===== src/rtl/jt51_lfo_mod.sv =====
// jt51_lfo_mod: applies frame-sampled LFO PM/AM per slot, producing extended key code and AM attenuation.
module jt51_lfo_mod #(
  parameter int KFW = 6
) (
  input  logic           clk,
  input  logic           rst,
  input  logic           cen,
  input  logic           zero,
  input  logic [6:0]     am,
  input  logic [7:0]     pm_u,
  input  logic [6:0]     kc,
  input  logic [KFW-1:0] kf,
  input  logic [2:0]     pms,
  input  logic [1:0]     ams,
  output logic [6:0]     kcex,
  output logic [KFW-1:0] kfex,
  output logic [8:0]     am_att,
  output logic [4:0]     slot
);
  logic [4:0]  cnt, cur, slot1;
  logic [6:0]  am_h, am_e;
  logic [7:0]  pm_h, pm_e, off_c, off1;
  logic [3:0]  semi, semi2, code;
  logic [12:0] lin_c, lin1, sc;
  logic [13:0] s;
  logic [8:0]  am_c, am1;
  logic [6:0]  u;
  logic [2:0]  oct;
  logic        neg1;
  assign cur  = zero ? 5'd0 : cnt + 5'd1;
  assign am_e = zero ? am : am_h;
  assign pm_e = zero ? pm_u : pm_h;
  // invalid note codes (low bits 3) fold onto the previous valid code
  assign semi  = 4'({2'b0, kc[3:2]} * 4'd3) + {2'b0, (kc[1:0] == 2'd3) ? 2'd2 : kc[1:0]};
  assign lin_c = 13'(kc[6:4]) * 13'd768 + {3'b0, semi, kf};
  assign off_c = pms == 3'd0 ? 8'd0 : pms == 3'd7 ? {pm_e[6:0], 1'b0} : {1'b0, pm_e[6:0] >> (3'd6 - pms)};
  assign am_c  = ams == 2'd0 ? 9'd0 : 9'(am_e) << (ams - 2'd1);
  assign s     = {1'b0, lin1} + (neg1 ? -{6'b0, off1} : {6'b0, off1});
  assign sc    = s[13] ? 13'd0 : s > 14'd6143 ? 13'd6143 : s[12:0];
  assign u     = sc[12:6];
  assign oct   = 3'(u / 7'd12);
  assign semi2 = 4'(u % 7'd12);
  assign code  = semi2 + semi2 / 4'd3;
  always_ff @(posedge clk or posedge rst) begin
    if (rst) begin
      cnt    <= '0;
      am_h   <= '0;
      pm_h   <= '0;
      lin1   <= '0;
      off1   <= '0;
      neg1   <= 1'b0;
      am1    <= '0;
      slot1  <= '0;
      kcex   <= '0;
      kfex   <= '0;
      am_att <= '0;
      slot   <= '0;
    end else if (cen) begin
      cnt    <= cur;
      am_h   <= am_e;
      pm_h   <= pm_e;
      lin1   <= lin_c;
      off1   <= off_c;
      neg1   <= pm_e[7];
      am1    <= am_c;
      slot1  <= cur;
      kcex   <= {oct, code};
      kfex   <= sc[KFW-1:0];
      am_att <= am1;
      slot   <= slot1;
    end
  end
endmodule


===== config.mk =====
export PLATFORM = sky130hd
export DESIGN_NAME = jt51_lfo_mod
export DESIGN_NICKNAME = d
export VERILOG_FILES = /design/src/rtl/jt51_lfo_mod.sv
export SDC_FILE = /design/constraint.sdc
export NUM_CORES = 1
export LEC_CHECK = 0
export CAP_MARGIN = 10
export CORE_MARGIN = 5
export CORE_UTILIZATION = 50
export CTS_CLUSTER_DIAMETER = 40
export DETAILED_ROUTE_END_ITERATION = 6
export GPL_TIMING_DRIVEN = 0
export PLACE_DENSITY = 0.8
export SLEW_MARGIN = 20
export SYNTH_ARGS = -nofsm -noshare
export SYNTH_HDL_FRONTEND = slang
export SYNTH_SLANG_ARGS = --single-unit

===== constraint.sdc =====
create_clock -name clk -period 6.1 [get_ports clk]
set_input_delay 1.525 -clock clk [delete_from_list [all_inputs] [get_ports clk]]
set_output_delay 1.525 -clock clk [all_outputs]
set_load 0.02 [all_outputs]

; ---- Word level (Yosys, flattened, before mapping)
; Index checks and enable logic that the tools add are counted.
[totals]
register_bits = 78
inputBits = 37
out_inout_bits = 27
word_cells = 41
[classes]
add_sub_neg = 8
n_mul = 2
div_mod_pow = 3
order_cmp = 1
eq_ne = 2
shift = 2
n_mux = 10
n_reduce_logical = 2
[ops]
columns = op, count
row1 = $mux 13, 2
row2 = $mux 8, 3
row3 = $add 13x14->14, 1
row4 = $gt 14x13->1 const B, 1
row5 = $mux 14, 1
row6 = $neg 8->14, 1
row7 = $add 13x10->13, 1
row8 = $mux 9, 1
row9 = $shl 7x2->9, 1
row10 = $div 7x4->7 const B, 1
row11 = $mod 7x4->7 const B, 1
row12 = $mux 7, 1
row13 = $shr 7x3->7, 1
row14 = $add 5x1->5 const B, 1
row15 = $mul 3x2->5 const B, 1
row16 = $mux 5, 1
row17 = $add 4x2->4, 1
row18 = $add 4x4->4, 1
row19 = $div 4x2->4 const B, 1
row20 = $mul 2x2->4 const B, 1
row21 = $eq 3x3->1 const B, 1
row22 = $logic_not 3->1, 1
row23 = $sub 3x3->3 const A, 1
row24 = $eq 2x2->1 const B, 1
row25 = other kinds (3), 3

; ---- Longest topological paths before layout
[depth]
word_depth = 9
mapped_depth = 31
ltp_nobuf = 30

; ---- Least setup slack after synthesis
; No wires, ideal clock.
[synth_timing]
path_type = register to register
start = reg off1[2]
end = reg kcex[2]
setup_ns = 0.125
arrival_ns = 5.641
path_slack_ns = 0.334
path_stages_with_launch = 29
path_buffers = 0
synth_period_minus_slack_ns = 5.766
cell_sequence = dfrtp_1 nor2_1 nand3_1 o21ai_0 nand2_1 xnor2_1 ha_1 o211ai_1 a211oi_1 a21oi_1 xnor2_1 xnor2_1 and2_2 o311ai_0 a21oi_1 ha_1 ha_1 inv_1 ha_1 o41ai_2 ha_1 nor3b_1 nor3b_1 a22oi_1 ha_1 inv_1 fa_1 xnor2_1 mux2_2
[synth_via]
elab_chain_cells = 9
[synth_lines]
columns = item, line
row1 = start: declaration, 22  ; logic [7:0] pm_h, pm_e, off_c, off1;
row2 = start signal: assignment, 50  ; off1 <= '0;
row3 = start signal: assignment, 63  ; off1 <= off_c;
row4 = $neg 8->14, 38  ; assign s = {1'b0, lin1} + (neg1 ? -{6'b0, off1} : {6'b0, off1});
row5 = $mux 14 (*), 38
row6 = $add 13x14->14 (*), 38
row7 = $gt 14x13->1, 39  ; assign sc = s[13] ? 13'd0 : s > 14'd6143 ? 13'd6143 : s[12:0];
row8 = $mux 13, 39
row9 = $mux 13 (*), 39
row10 = $mod 7x4->7 (*), 42  ; assign semi2 = 4'(u % 7'd12);
row11 = $div 4x2->4, 43  ; assign code = semi2 + semi2 / 4'd3;
row12 = $add 4x4->4 (*), 43
row13 = end signal: assignment, 67  ; kcex <= {oct, code};
row14 = end: declaration, 15  ; output logic [6:0] kcex,
; Mark *: on every way between the ends. The rest lies on a longest branch, timed or not.
; A chain may end at the register's enable or synchronous reset.

; ---- Worst setup path in the final report
[layout_timing]
start = reg off1[3]
end = reg kcex[3]
; Same word-level chain as after synthesis.

==> results.json <==
{
  "status": "finished, violations left",
  "violations": "negative setup slack",
  "drc": 0,
  "seq_area_mm2": 0.001927,
  "syn_area_mm2": 0.005115,
  "gp_congestion": 0.8973,
  "finalSetupTns_ps": -78.05,
  "worst_ep_required_time_ps": 6390,
  "max_slew_margin": 0.5348,
  "post-place-ws_ps": -464.1,
  "routedWlPerCell_um": 16.86,
  "ys_types": 62,
  "ff2ff_setup_slack_ps": -80,
  "rr_startpoint": "off1[3]",
  "worstHoldStart": "pm_h[1]",
  "cp-startpoint": "off1[3]",
  "yosys_warnings": 0,
  "yosysSeqAreaShare": 0.3767,
  "dr_total_vias": 4326,
  "p_int_w": 0.001883,
  "viasPerCell": 5.745,
  "cts_tree": "built",
  "synth-edff-count": 0,
  "crit_family": "simple AND/OR/NAND/NOR gates",
  "maxSlewViolCount": 0,
  "clk_latency_ps": 360,
  "drt_wl_total_um": 12700,
  "pwr_density_cell_mw_per_mm2": 493.4,
  "post-route-period-util": 1.013,
  "power_w": 0.003264,
  "setup_viol": 1,
  "fmax_mhz": 161.9,
  "post_synth.cell_area_avg_um2": 9.971,
  "core_area_mm2": 0.01014,
  "dr.pass1.iters": 5,
  "postSynthCellCount": 513,
  "final_util": 0.6526,
  "cap_violations": 0,
  "crit_buf_inv": 1,
  "drt_iter0_drc": 202,
  "die_y_um": 111.1,
  "io_pins": 64,
  "grt_pass1_vias": 4409,
  "cts-htree-levels": 3,
  "antenna_found_initial": 0,
  "power_frac_clock": 0.133,
  "synthFlopType": "dfrtp_1",
  "grt_util_all_layers": 0.2032,
  "numCtsBuffers": 9,
  "fp.dieArea_mm2": 0.01235,
  "end_kind": "register",
  "cpPeakStageDelay_ps": 480,
  "ys_seq_elements": 77,
  "grt_pass1_wl_um": 20680,
  "p_switching_w": 0.001381,
  "num-fill-cells": 752,
  "dieWidth_um": 111.1,
  "p_leak_nw": 2.890,
  "worstSetupStartpointType": "register",
  "worst_slew_pin_slew_ps": 697.7,
  "arrival_ps": 6470,
  "nets": 687,
  "async_flop_share": 1.000,
  "cts.sinks": 77,
  "ant_nets": 0,
  "cpMaxStageDelayCell": "or4b_4",
  "peakVddDrop_mv": 0.2648,
  "min_path_type": "reg2reg",
  "swShare": 0.4231,
  "cts-root-buf": "clkbuf_8",
  "multi_input_area_mm2": 0.003162,
  "rows": 37,
  "drive_above_1_share": 0.2382,
  "start_util": 0.5045,
  "placed_area_mm2": 0.005936,
  "diodes": 0,
  "globalRoute.totalOverflow": 0,
  "grt_max_degree": 54,
  "crit_type": "reg2reg",
  "rsz0062_at_grt": "yes",
  "path_clk_slew_ps": 90,
  "period_minus_slack_ps": 6178,
  "ctsHoldBuffers": 0,
  "syn_to_final_growth_pct": 29.35,
  "comb_power_share": 0.652,
  "cts_max_path_buffers": 2,
  "crit_fanout": 5,
  "setup_ws_ps": -78.05,
  "syn_nets": 588,
  "pwr-share-seq": 0.215,
  "hpwl_um": 9039,
  "finalHoldViolations": 0,
  "clock_skew_ps": 12.22,
  "port_buffers": 62,
  "postLayoutCellArea_mm2": 0.006616
}
## placed cells by master (no fill, tap or decap), types with 3 or more instances in the layout
master / n
a211oi_2: 3
a21o_1: 5
a21oi_1: 16
a21oi_2: 5
a31oi_1: 5
and2_1: 3
buf_1: 3
buf_4: 26
clkbuf_1: 15
clkbuf_8: 9
clkdlybuf4s50_1: 62
dfrtp_1: 77
fa_1: 5
ha_1: 25
ha_2: 4
ha_4: 3
inv_1: 52
mux2_2: 44
mux2i_1: 16
mux4_2: 6
nand2_1: 27
nand2b_1: 4
nand3_1: 13
nor2_1: 26
nor2b_1: 8
nor3_1: 8
nor3b_1: 3
o211ai_1: 5
o21a_1: 3
o21ai_0: 20
o22ai_1: 22
o31ai_1: 4
or3_1: 3
or3_4: 3
xnor2_1: 14
xnor2_2: 4
## synthesized netlist by cell type, types with 6 or more instances
| master | instances | area (um2) |
|---|---|---|
| dfrtp_1 | 77 | 1927 |
| inv_1 | 55 | 206.5 |
| mux2_2 | 44 | 495.5 |
| ha_1 | 32 | 400.4 |
| nand2_1 | 28 | 105.1 |
| nor2_1 | 27 | 101.4 |
| o22ai_1 | 22 | 137.6 |
| a21oi_1 | 21 | 105.1 |
| o21ai_0 | 21 | 105.1 |
| xnor2_1 | 19 | 166.4 |
| mux2i_1 | 16 | 160.2 |
| clkbuf_1 | 15 | 56.30 |
| nand3_1 | 14 | 70.07 |
| nor3_1 | 10 | 50.05 |
| nor2b_1 | 8 | 50.05 |
| nor3b_1 | 7 | 52.55 |
| fa_1 | 6 | 120.1 |
| mux4_2 | 6 | 135.1 |
| or3_1 | 6 | 37.54 |
## power groups by stage
| stage | sequential, W | clock [W] | combinational, W |
|---|---|---|---|
| floorplan | 0.000762 | 0 | 0.00112 |
| detailed placement | 0.000709 | 0 | 0.00161 |
| finish | 0.000701 | 0.000436 | 0.00213 |
| global route | 0.000717 | 0.000464 | 0.00230 |
| global placement | 0.000703 | 0 | 0.00153 |
| CTS | 0.000699 | 0.000440 | 0.00168 |
## cell families (layout without fill, tap and decap cells)
family / count (synthesis) / count (layout) / synth area share
AOI/OAI and AO/OA: 117 / 117 / 0.1578
xor gates and xnor gates: 22 / 22 / 0.03767
adders and majority gates: 39 / 39 / 0.1037
buffers and inverters: 76 / 180 / 0.05797
DFF: 77 / 77 / 0.3767
muxes: 66 / 66 / 0.1546
other: 1 / 1 / 0.0007332
and+or+nand+nor: 115 / 115 / 0.1108
## worst paths after layout
kind,to,depth (start not counted)
max,kcex[3],27
min,pm_h[1],1
min reg2reg,pm_h[1],1
max reg2reg,kcex[3],27
max in group asynchronous,kfex[0],3
min in group asynchronous,am_h[4],2
## registers in the layout, summed over array words and instances, names as in the netlist, 6 cells and up
name and count:
lin1 13, kfex 6, am_h 7, off1 8, kcex 7, am_att 9, pm_h 8, am1 9
## final cells by class
| type | instances | share of cell area |
|---|---|---|
| timing repair buffer | 89 | 0.1275 |
| clock buffer | 10 | 0.01929 |
| multi-input combinational | 360 | 0.4779 |
| tap | 136 | 0.02572 |
| sequential | 77 | 0.2912 |
| buffer | 19 | 0.01210 |
| inverter | 56 | 0.03215 |
| clock inverter | 6 | 0.01418 |
## what timing repair did
action                                  4_1_cts  5_1_grt
endpoints found under the setup margin        3        4
resized for setup                             7       49
pin swaps                                     3       25
hold endpoints to repair                      0        0
setup buffers                                 4       22
## routing by layer
| layer | up-vias | global-route usage | part of all wire |
|---|---|---|---|
| met5 | - | 0 | 0 |
| met1 | 2119 | 0.2456 | 0.39 |
| met4 | 0 | 0.06488 | 0.024 |
| li1 | 2032 | - | - |
| met2 | 145 | 0.3604 | 0.54 |
| met3 | 30 | 0.04476 | 0.046 |
## stage by stage
step / hold WS [ps] / std cells
2_1_floorplan: 475.4 / 513
3_3_place_gp: 483.2 / 711
3_5_place_dp: 491.1 / 712
4_1_cts: 510.4 / 732
5_1_grt: 529.2 / 753
6_report: 506.2 / 753
(Power assumes the default switching activity.)
